===== src/rtl/lcd_pkg.sv =====
// lcd_pkg: shared LCD port widths, FSM encoding and a one-hot decode helper.
package lcd_pkg;
  localparam int LCD_LOC_W = 5;
  localparam int LCD_DATA_W = 8;
  localparam int LCD_LINE2_BASE = 16;
  localparam logic [1:0] ST_IDLE = 2'd0;
  localparam logic [1:0] ST_ISSUE = 2'd1;
  localparam logic [1:0] ST_GAP = 2'd2;
  function automatic logic [2:0] oh_idx(input logic [7:0] oh);
    oh_idx = '0;
    for (int k = 0; k < 8; k++) if (oh[k]) oh_idx = 3'(k);
  endfunction
endpackage


===== src/rtl/rr_priority_select.sv =====
// rr_priority_select: one-hot pick of the first set req at or after ptr, wrapping.
module rr_priority_select #(
  parameter int N = 4,
  parameter int PW = $clog2(N)
) (
  input  logic [N-1:0]  req,
  input  logic [PW-1:0] ptr,
  output logic [N-1:0]  sel,
  output logic          valid
);
  // Scan farthest-first so the candidate nearest ptr overwrites the others.
  always_comb begin
    sel = '0;
    for (int k = N - 1; k >= 0; k--)
      if (req[(int'(ptr) + k) % N]) begin
        sel = '0;
        sel[(int'(ptr) + k) % N] = 1'b1;
      end
  end
  assign valid = |req;
endmodule


===== src/rtl/lcd_write_arbiter.sv =====
// lcd_write_arbiter: round-robin sharing of the LcdController character-write port
// with a programmable idle gap after every write strobe.
module lcd_write_arbiter
  import lcd_pkg::*;
#(
  parameter int NUM_REQ = 4,
  parameter int WRITE_GAP = 16,
  parameter int GAP_W = 8
) (
  input  logic                            clk,
  input  logic                            rst,
  input  logic [NUM_REQ-1:0]              req,
  input  logic [LCD_LOC_W*NUM_REQ-1:0]    reqLocation,
  input  logic [LCD_DATA_W*NUM_REQ-1:0]   reqData,
  output logic [NUM_REQ-1:0]              grant,
  output logic                            lcdWriteEnable,
  output logic [LCD_LOC_W-1:0]            lcdLocation,
  output logic [LCD_DATA_W-1:0]           lcdData,
  output logic                            busy
);
  localparam int PW = $clog2(NUM_REQ);
  localparam logic [GAP_W-1:0] GAP_LOAD = GAP_W'(WRITE_GAP == 0 ? 0 : WRITE_GAP - 1);
  logic [1:0] state_q, state_d;
  logic [GAP_W-1:0] cnt_q, cnt_d;
  logic [PW-1:0] ptr_q, ptr_d, sel_idx;
  logic [NUM_REQ-1:0] grant_q, grant_d, sel_oh;
  logic we_q, we_d, sel_valid;
  logic [LCD_LOC_W-1:0] loc_q, loc_d, loc_sel;
  logic [LCD_DATA_W-1:0] data_q, data_d, data_sel;
  rr_priority_select #(.N(NUM_REQ)) u_sel (
    .req  (req),
    .ptr  (ptr_q),
    .sel  (sel_oh),
    .valid(sel_valid)
  );
  assign sel_idx = PW'(oh_idx(8'(sel_oh)));
  always_comb begin
    loc_sel = '0;
    data_sel = '0;
    for (int k = 0; k < NUM_REQ; k++)
      if (sel_oh[k]) begin
        loc_sel = reqLocation[k*LCD_LOC_W +: LCD_LOC_W];
        data_sel = reqData[k*LCD_DATA_W +: LCD_DATA_W];
      end
  end
  always_comb begin
    state_d = state_q;
    cnt_d = cnt_q;
    ptr_d = ptr_q;
    grant_d = '0;
    we_d = 1'b0;
    loc_d = loc_q;
    data_d = data_q;
    case (state_q)
      ST_IDLE:
        if (sel_valid) begin
          state_d = ST_ISSUE;
          grant_d = sel_oh;
          we_d = 1'b1;
          loc_d = loc_sel;
          data_d = data_sel;
          ptr_d = (sel_idx == PW'(NUM_REQ - 1)) ? '0 : sel_idx + 1'b1;
        end
      ST_ISSUE: begin
        state_d = (WRITE_GAP == 0) ? ST_IDLE : ST_GAP;
        cnt_d = GAP_LOAD;
      end
      ST_GAP: begin
        state_d = (cnt_q == '0) ? ST_IDLE : ST_GAP;
        cnt_d = (cnt_q == '0) ? cnt_q : cnt_q - 1'b1;
      end
      default: state_d = ST_IDLE;
    endcase
  end
  always_ff @(posedge clk) begin
    if (rst) begin
      state_q <= ST_IDLE;
      cnt_q <= '0;
      ptr_q <= '0;
      grant_q <= '0;
      we_q <= 1'b0;
      loc_q <= '0;
      data_q <= '0;
    end else begin
      state_q <= state_d;
      cnt_q <= cnt_d;
      ptr_q <= ptr_d;
      grant_q <= grant_d;
      we_q <= we_d;
      loc_q <= loc_d;
      data_q <= data_d;
    end
  end
  assign grant = grant_q;
  assign lcdWriteEnable = we_q;
  assign lcdLocation = loc_q;
  assign lcdData = data_q;
  assign busy = state_q != ST_IDLE;
endmodule


===== config.mk =====
export PLATFORM = sky130hd
export DESIGN_NAME = lcd_write_arbiter
export DESIGN_NICKNAME = d
export VERILOG_FILES = /design/src/rtl/lcd_pkg.sv /design/src/rtl/rr_priority_select.sv /design/src/rtl/lcd_write_arbiter.sv
export SDC_FILE = /design/constraint.sdc
export NUM_CORES = 1
export LEC_CHECK = 0
export ABC_AREA = 0
export CORE_UTILIZATION = 55
export DETAILED_ROUTE_END_ITERATION = 10
export DONT_BUFFER_PORTS = 1
export GPL_ROUTABILITY_DRIVEN = 1
export PLACE_DENSITY = 0.69
export SLEW_MARGIN = 20
export SYNTH_ARGS = -nofsm -noshare
export SYNTH_HDL_FRONTEND = slang
export SYNTH_HIERARCHICAL = 1
export SYNTH_SLANG_ARGS = --single-unit
export TNS_END_PERCENT = 20

===== constraint.sdc =====
create_clock -name clk -period 3.6 [get_ports clk]
set_clock_uncertainty 0.1 [all_clocks]
set_input_delay 0.54 -clock clk [delete_from_list [all_inputs] [get_ports clk]]
set_output_delay 0.54 -clock clk [all_outputs]
set_load 0.005 [all_outputs]

==> results.cfg, run 1 <==
[critical_path]
cp.required_ns = 3.75
r2r-start = ptr_q[1]
cp.arrival_ns = 3.27
r2r_end = lcdLocation[1]
slowest_delay_ns = 0.57
worst_setup_path_start_kind = flop
cp_max_fo = 29
slowest_stage = dfxtp_1
crit_type = flop to flop
cp-end-kind = flop
reg2reg_depth = 11
path_cells = inv_1 > ha_1 > mux4_2 > nand2b_1 > o22ai_1 > a31oi_2 > buf_4 > a21oi_1 > a221oi_1 > a211oi_1 > nor3_1
rrSetupSlack_ns = 0.47

[synthesis]
syn-num-nets = 313
yosys.cell_count.top_type = dfxtp_1
synth_edf_count = 0
synth_seq_cells = 30
seq_area_frac_synth_pct = 29.9
yosys.area.top_type_share_pct = 29.9
synth_area_per_cell_sq_um = 8.16
synth_common_cells = 30 x dfxtp_1, 25 x nor2_1, 19 x a21oi_1, 19 x inv_1, 17 x nor3_1
synth_area_leaders = dfxtp_1 30%, a221oi_1 5.7%, ha_1 5.6%, a211oi_1 5.2%, nand3b_1 4.9%
yosys_warnings = 6
yosysUniqueCellTypes = 44
synthArstFlopShare_pct = 0
synth_ff_type = dfxtp_1
synth_top_area_cell = dfxtp_1
syn_inst = 246
synth_area_sq_um = 2010

[sta]
finalMaxSlewViolations = 0
finalCritPeriodShare_pct = 86.9
rsz0062_at_grt = false
setup_violations = 0
fin_hold_ws_ns = 0.171
relSlewSlack_pct = 39.8
finalHoldViolCount = 0
worst_pin_slew_ns = 0.899
max_freq_mhz = 320
worst_slack_ns = 0.472
fin_setup_tns_ns = 0
min_period_ns = 3.13

[global_routing]
grt_busiest_layer = met2
use_met1_pct = 28.2
grt_overflow = 0
use_met2_pct = 44.2
grt_max_degree = 30
grt_pass1_wl_um = 7820
grt_pass1_vias = 1694
grt_util_met3_pct = 7.12
antenna_found_initial = 0
grt_use_total_pct = 25.2

[routing]
ant_nets = 0
vias = 1819
drt_pass1_iterations = 4
vias_per_cell = 6.34
drc_errors = 0
finalWirelength_um = 4710
drt_iter0_drc = 120
wl_per_cell_um = 16.4

[final_layout]
nNetsFinal = 307
final_cells = 287
fillers = 320
regArea_sq_um = 601
syn_to_final_growth_pct = 4.99
drive_gt1_share_pct = 11.6
n_antenna_cell = 0
multi_input_area_sq_um = 1270

[power_and_ir_drop]
p_int_mw = 0.907
p_clk_share_pct = 13.2
power_density_nw_per_um2 = 762
pwr-share-comb_pct = 53.7
netSwitchingPower_mw = 0.697
peakVddDrop_uv = 377
power.leakage_nw = 0.800
switching_share_pct = 43.5
power_frac_seq_pct = 33.1

[cts]
cts_buffers = 5
insertion_delay_ns = 0.32
cts_resized = 0
post_cts_buffers = 0
clockBufferDepth = 2
root_buffer = clkbuf_4
path_clk_slew_ns = 0.10
clkSinkCount = 30
cts_hold_buf = 0
htreeDepth = 2
cts_tree = yes

[placed_design]
pre_cts_ws_ns = 0.527
hpwlAfterDp_um = 3450
dp.cells = 279
portBuffers = 0
gp_congestion = 0.844

[floorplanning]
pin_count = 77
coreArea_sq_um = 3420
die_width_um = 62.4
die_area_sq_um = 3890
rows = 21
die_height_um = 62.4
start_util_pct = 58.8

[min_path]
hp-start = rst
min-delay-path-class = input port to flop
min_to = cnt_q[6]
whs_path_depth = 1

[outcome]
outcome = finished clean

[run]
drv_cap = 0
metal layers:
| metal | up-vias | wire length [um] |
|---|---|---|
| met1 | 856 | 1950 |
| met5 | - | 0 |
| li1 | 881 | - |
| met2 | 72 | 2350 |
| met3 | 10 | 302 |
| met4 | 0 | 113 |
placed cells by master (no fill, tap or decap), types with 2 or more instances in the layout:
cell / Yosys / final
mux2i_1: 4 / 4
o211ai_1: 2 / 2
a21oi_1: 19 / 19
a31oi_2: 0 / 2
clkbuf_4: 0 / 5
or3_1: 2 / 2
mux4_2: 4 / 4
dfxtp_1: 30 / 30
a221oi_1: 13 / 13
inv_1: 19 / 19
nor3b_1: 2 / 2
o22ai_1: 5 / 5
and2_1: 4 / 4
nor2b_1: 5 / 5
clkinv_2: 1 / 2
buf_4: 0 / 5
nor3_1: 17 / 17
nand2b_1: 4 / 4
a211oi_1: 14 / 14
xor2_1: 2 / 2
nor2_1: 25 / 25
nand3b_1: 13 / 13
nand2_1: 12 / 12
ha_1: 9 / 9
through the flow:
stage / cell area (sq um) / power [mW] / utilization (%)
final: 2110 / 1.60 / 61.7
after global routing: 2110 / 1.73 / 61.7
after CTS: 2110 / 1.61 / 61.7
after detailed placement: 2040 / 1.39 / 59.8
after global placement: 2040 / 1.35 / 59.8
after floorplan: 2010 / 1.22 / -
power groups by stage:
stage	registers, mW	logic, mW	clock network [mW]
finish	0.531	0.862	0.212
CTS	0.532	0.855	0.220
global placement	0.535	0.813	0
global route	0.545	0.956	0.233
floorplan	0.514	0.701	0
detailed placement	0.539	0.853	0
state kept, by name, indices dropped and copies added (netlist names):
signal	count
lcdData	8
lcdLocation	5
cnt_q	8
lcdWriteEnable	1
state_q	2
ptr_q	2
grant	4
worst max-delay path by stage:
stage | end | cells after the start | slack (ns) | startpoint
floorplan | lcdLocation[4] | 11 | 0.77 | ptr_q[0]
global placement | lcdLocation[1] | 11 | 0.69 | ptr_q[1]
detailed placement | lcdLocation[1] | 11 | 0.53 | ptr_q[1]
CTS | lcdLocation[1] | 11 | 0.51 | ptr_q[1]
global route | lcdLocation[1] | 10 | 0.25 | ptr_q[1]
finish | lcdLocation[1] | 11 | 0.47 | ptr_q[1]
worst max-delay path: cells and delay by family (launching register included):
kind            cells  cell delay, ns
flops               1            0.57
buf+inv             2            0.44
simple gates        2            0.35
compound gates      5            0.85
fa+ha+maj           1            0.38
mux                 1            0.36
logic make-up after synthesis:
logic type                 Yosys count  share of synthesized area, %
DFF                                 30                          29.9
muxes                               10                          7.61
adders and majority gates            9                          5.61
and+or+nand+nor                     93                          25.2
AOI/OAI and AO/OA                   64                          22.9
buffers and inverters               38                          7.79
xor gates and xnor gates             2                         0.873
cell type report:
class,count,share of cell area (%)
multi-input combinational,178,60.3
sequential,30,28.5
inverter,20,3.62
tap,46,2.73
clock buffer,6,2.43
timing repair buffer,5,1.78
clock inverter,2,0.594
Note: power is estimated with default switching activity, not from simulation.
==> inputs of run 2 (changes only) <==
--- a/config.mk
+++ b/config.mk
@@ -11,6 +11,7 @@
 export DONT_BUFFER_PORTS = 1
 export GPL_ROUTABILITY_DRIVEN = 1
 export PLACE_DENSITY = 0.69
+export SKIP_LAST_GASP = 1
 export SLEW_MARGIN = 20
 export SYNTH_ARGS = -nofsm -noshare
 export SYNTH_HDL_FRONTEND = slang
==> results of run 2 <==
Final layout, timing and power as in run 1 (identical DEF).
==> inputs of run 3 (changes only) <==
--- a/config.mk
+++ b/config.mk
@@ -10,6 +10,8 @@
 export DETAILED_ROUTE_END_ITERATION = 10
 export DONT_BUFFER_PORTS = 1
 export GPL_ROUTABILITY_DRIVEN = 1
+export GPL_TIMING_DRIVEN = 0
+export HOLD_SLACK_MARGIN = 0.12
 export PLACE_DENSITY = 0.69
 export SKIP_LAST_GASP = 1
 export SLEW_MARGIN = 20
==> constraint.sdc (replaced) <==
create_clock -name clk -period 4.05 [get_ports clk]
set_clock_uncertainty 0.1 [all_clocks]
set_input_delay 0.6075 -clock clk [delete_from_list [all_inputs] [get_ports clk]]
set_output_delay 0.6075 -clock clk [all_outputs]
set_load 0.005 [all_outputs]
==> run 3 against run 2 <==
Effect of this change:
- flip-flop and latch count unchanged
- non-clock buffer count is 13 higher
- largest power group unchanged
- final cell count grew 4.5%
- critical path depth stayed put
==> results.cfg, run 3 (same netlist as run 1, synthesis figures left out) <==
[critical_path]
rrSetupSlack_ns = 0.61
crit_type = flop to flop
r2r_end = lcdData[1]
r2r-start = ptr_q[1]
cp.arrival_ns = 3.55
critical_path.endpoint = lcdData[1]
cp-end-kind = flop
worst_setup_path_start_kind = flop
worstSetupStartpoint = ptr_q[1]
cp_max_fo = 10
cp.required_ns = 4.16
reg2reg_depth = 11

[final_layout]
multi_input_area_sq_um = 1250
regArea_sq_um = 601
final_cell_mix = 30 x dfxtp_1, 25 x nor2_1, 19 x inv_1, 19 x a21oi_1, 17 x nor3_1
syn_to_final_growth_pct = 6.05
final_common_cell = dfxtp_1
utilization_pct = 62.3
fillers = 316
final_cells = 300
nNetsFinal = 320
n_antenna_cell = 0
drive_gt1_share_pct = 10.2
stdcell_area_sq_um = 2130

[routing]
drt_pass1_iterations = 4
drc_errors = 0
wl_per_cell_um = 15.8
finalWirelength_um = 4740
vias = 1840
vias_per_cell = 6.13
drt_iter0_drc = 174
ant_nets = 0

[sta]
relSlewSlack_pct = 67.5
setup_violations = 0
finalMaxSlewViolations = 0
finalCritPeriodShare_pct = 84.9
worst_pin_slew_ns = 0.488
fin_setup_tns_ns = 0
fin_hold_ws_ns = 0.409
rsz0062_at_grt = false
finalHoldViolCount = 0
max_freq_mhz = 291
min_period_ns = 3.44

[cts]
cts_resized = 0
clockBufferDepth = 2
clkSinkCount = 30
cts_buffers = 5
post_cts_buffers = 0
path_clk_slew_ns = 0.10
insertion_delay_ns = 0.33
cts_hold_buf = 0
cts_tree = yes
root_buffer = clkbuf_4
htreeDepth = 2

[global_routing]
grt_max_degree = 11
grt_overflow = 0
grt_pass1_vias = 1771
antenna_found_initial = 0
grt_pass1_wl_um = 8130
grt_use_total_pct = 26.2

[placed_design]
hpwlAfterDp_um = 3550
dp.cells = 292
portBuffers = 0
place_area_sq_um = 2060
gp_congestion = 0.808

[run]
drv_cap = 0

[floorplanning]
die_width_um = 62.4
die_height_um = 62.4
pin_count = 77
start_util_pct = 58.8
rows = 21
die_area_sq_um = 3890
coreArea_sq_um = 3420

[power_and_ir_drop]
power_density_nw_per_um2 = 676
peakVddDrop_uv = 445
power.leakage_nw = 0.811

[outcome]
outcome = finished clean

[min_path]
min-delay-path-class = input port to flop
whs_path_depth = 2
[run 3: changes by cell type in the layout (fill, tap and decap cells not counted)]
cell	previous run	this run
buf_4	5	0
o31ai_4	1	0
buf_2	0	4
buf_6	0	1
clkbuf_1	0	13
o31ai_2	0	1
a31oi_1	1	3
a31oi_2	2	0
[run 3: worst min path at each step]
stage	startpoint	endpoint	slack, ns
after detailed placement	lcdData[1]	lcdData[1]	0.40
after global placement	lcdData[1]	lcdData[1]	0.40
after global routing	reqData[30]	lcdData[6]	0.40
after floorplan	cnt_q[0]	cnt_q[0]	0.37
after CTS	reqLocation[18]	lcdLocation[3]	0.40
final	reqLocation[15]	lcdLocation[0]	0.41
[run 3: where the power goes]
part,internal (mW),switching [mW],total [mW]
combinational,0.325,0.450,0.775
sequential,0.391,0.0810,0.472
clock,0.0834,0.107,0.191
[run 3: area by class of cell]
cell class / instances / area share [%]
inverters: 20 / 3.59
clock inverters: 2 / 0.588
multi-input cells: 178 / 58.7
plain buffers: 18 / 3.76
flip-flops and latches: 30 / 28.2
clock buffers: 6 / 2.41
well taps: 46 / 2.70
[run 3: through the flow]
step,power (mW),setup slack [ns]
final,1.44,0.613
after global routing,1.57,0.294
after CTS,1.44,0.650
after detailed placement,1.25,0.673
after global placement,1.23,0.710
after floorplan,1.08,1.22
[run 3: critical path: stages (launching register included)]
cell	delay [ns]
dfxtp_1	0.46
buf_2	0.23
inv_1	0.10
ha_1	0.36
mux4_2	0.36
nor2b_1	0.16
o31ai_2	0.20
clkbuf_1	0.42
clkbuf_1	0.43
a221oi_1	0.17
a211oi_1	0.23
nor3_1	0.08
[run 3: metal layers]
metal | vias to the layer above | global-route usage [%] | wire, um
met3 | 4 | 6.20 | 327
met2 | 72 | 39.1 | 2190
met4 | 0 | 8.43 | 43
met1 | 856 | 37.0 | 2180
met5 | - | 0 | 0
li1 | 908 | - | -
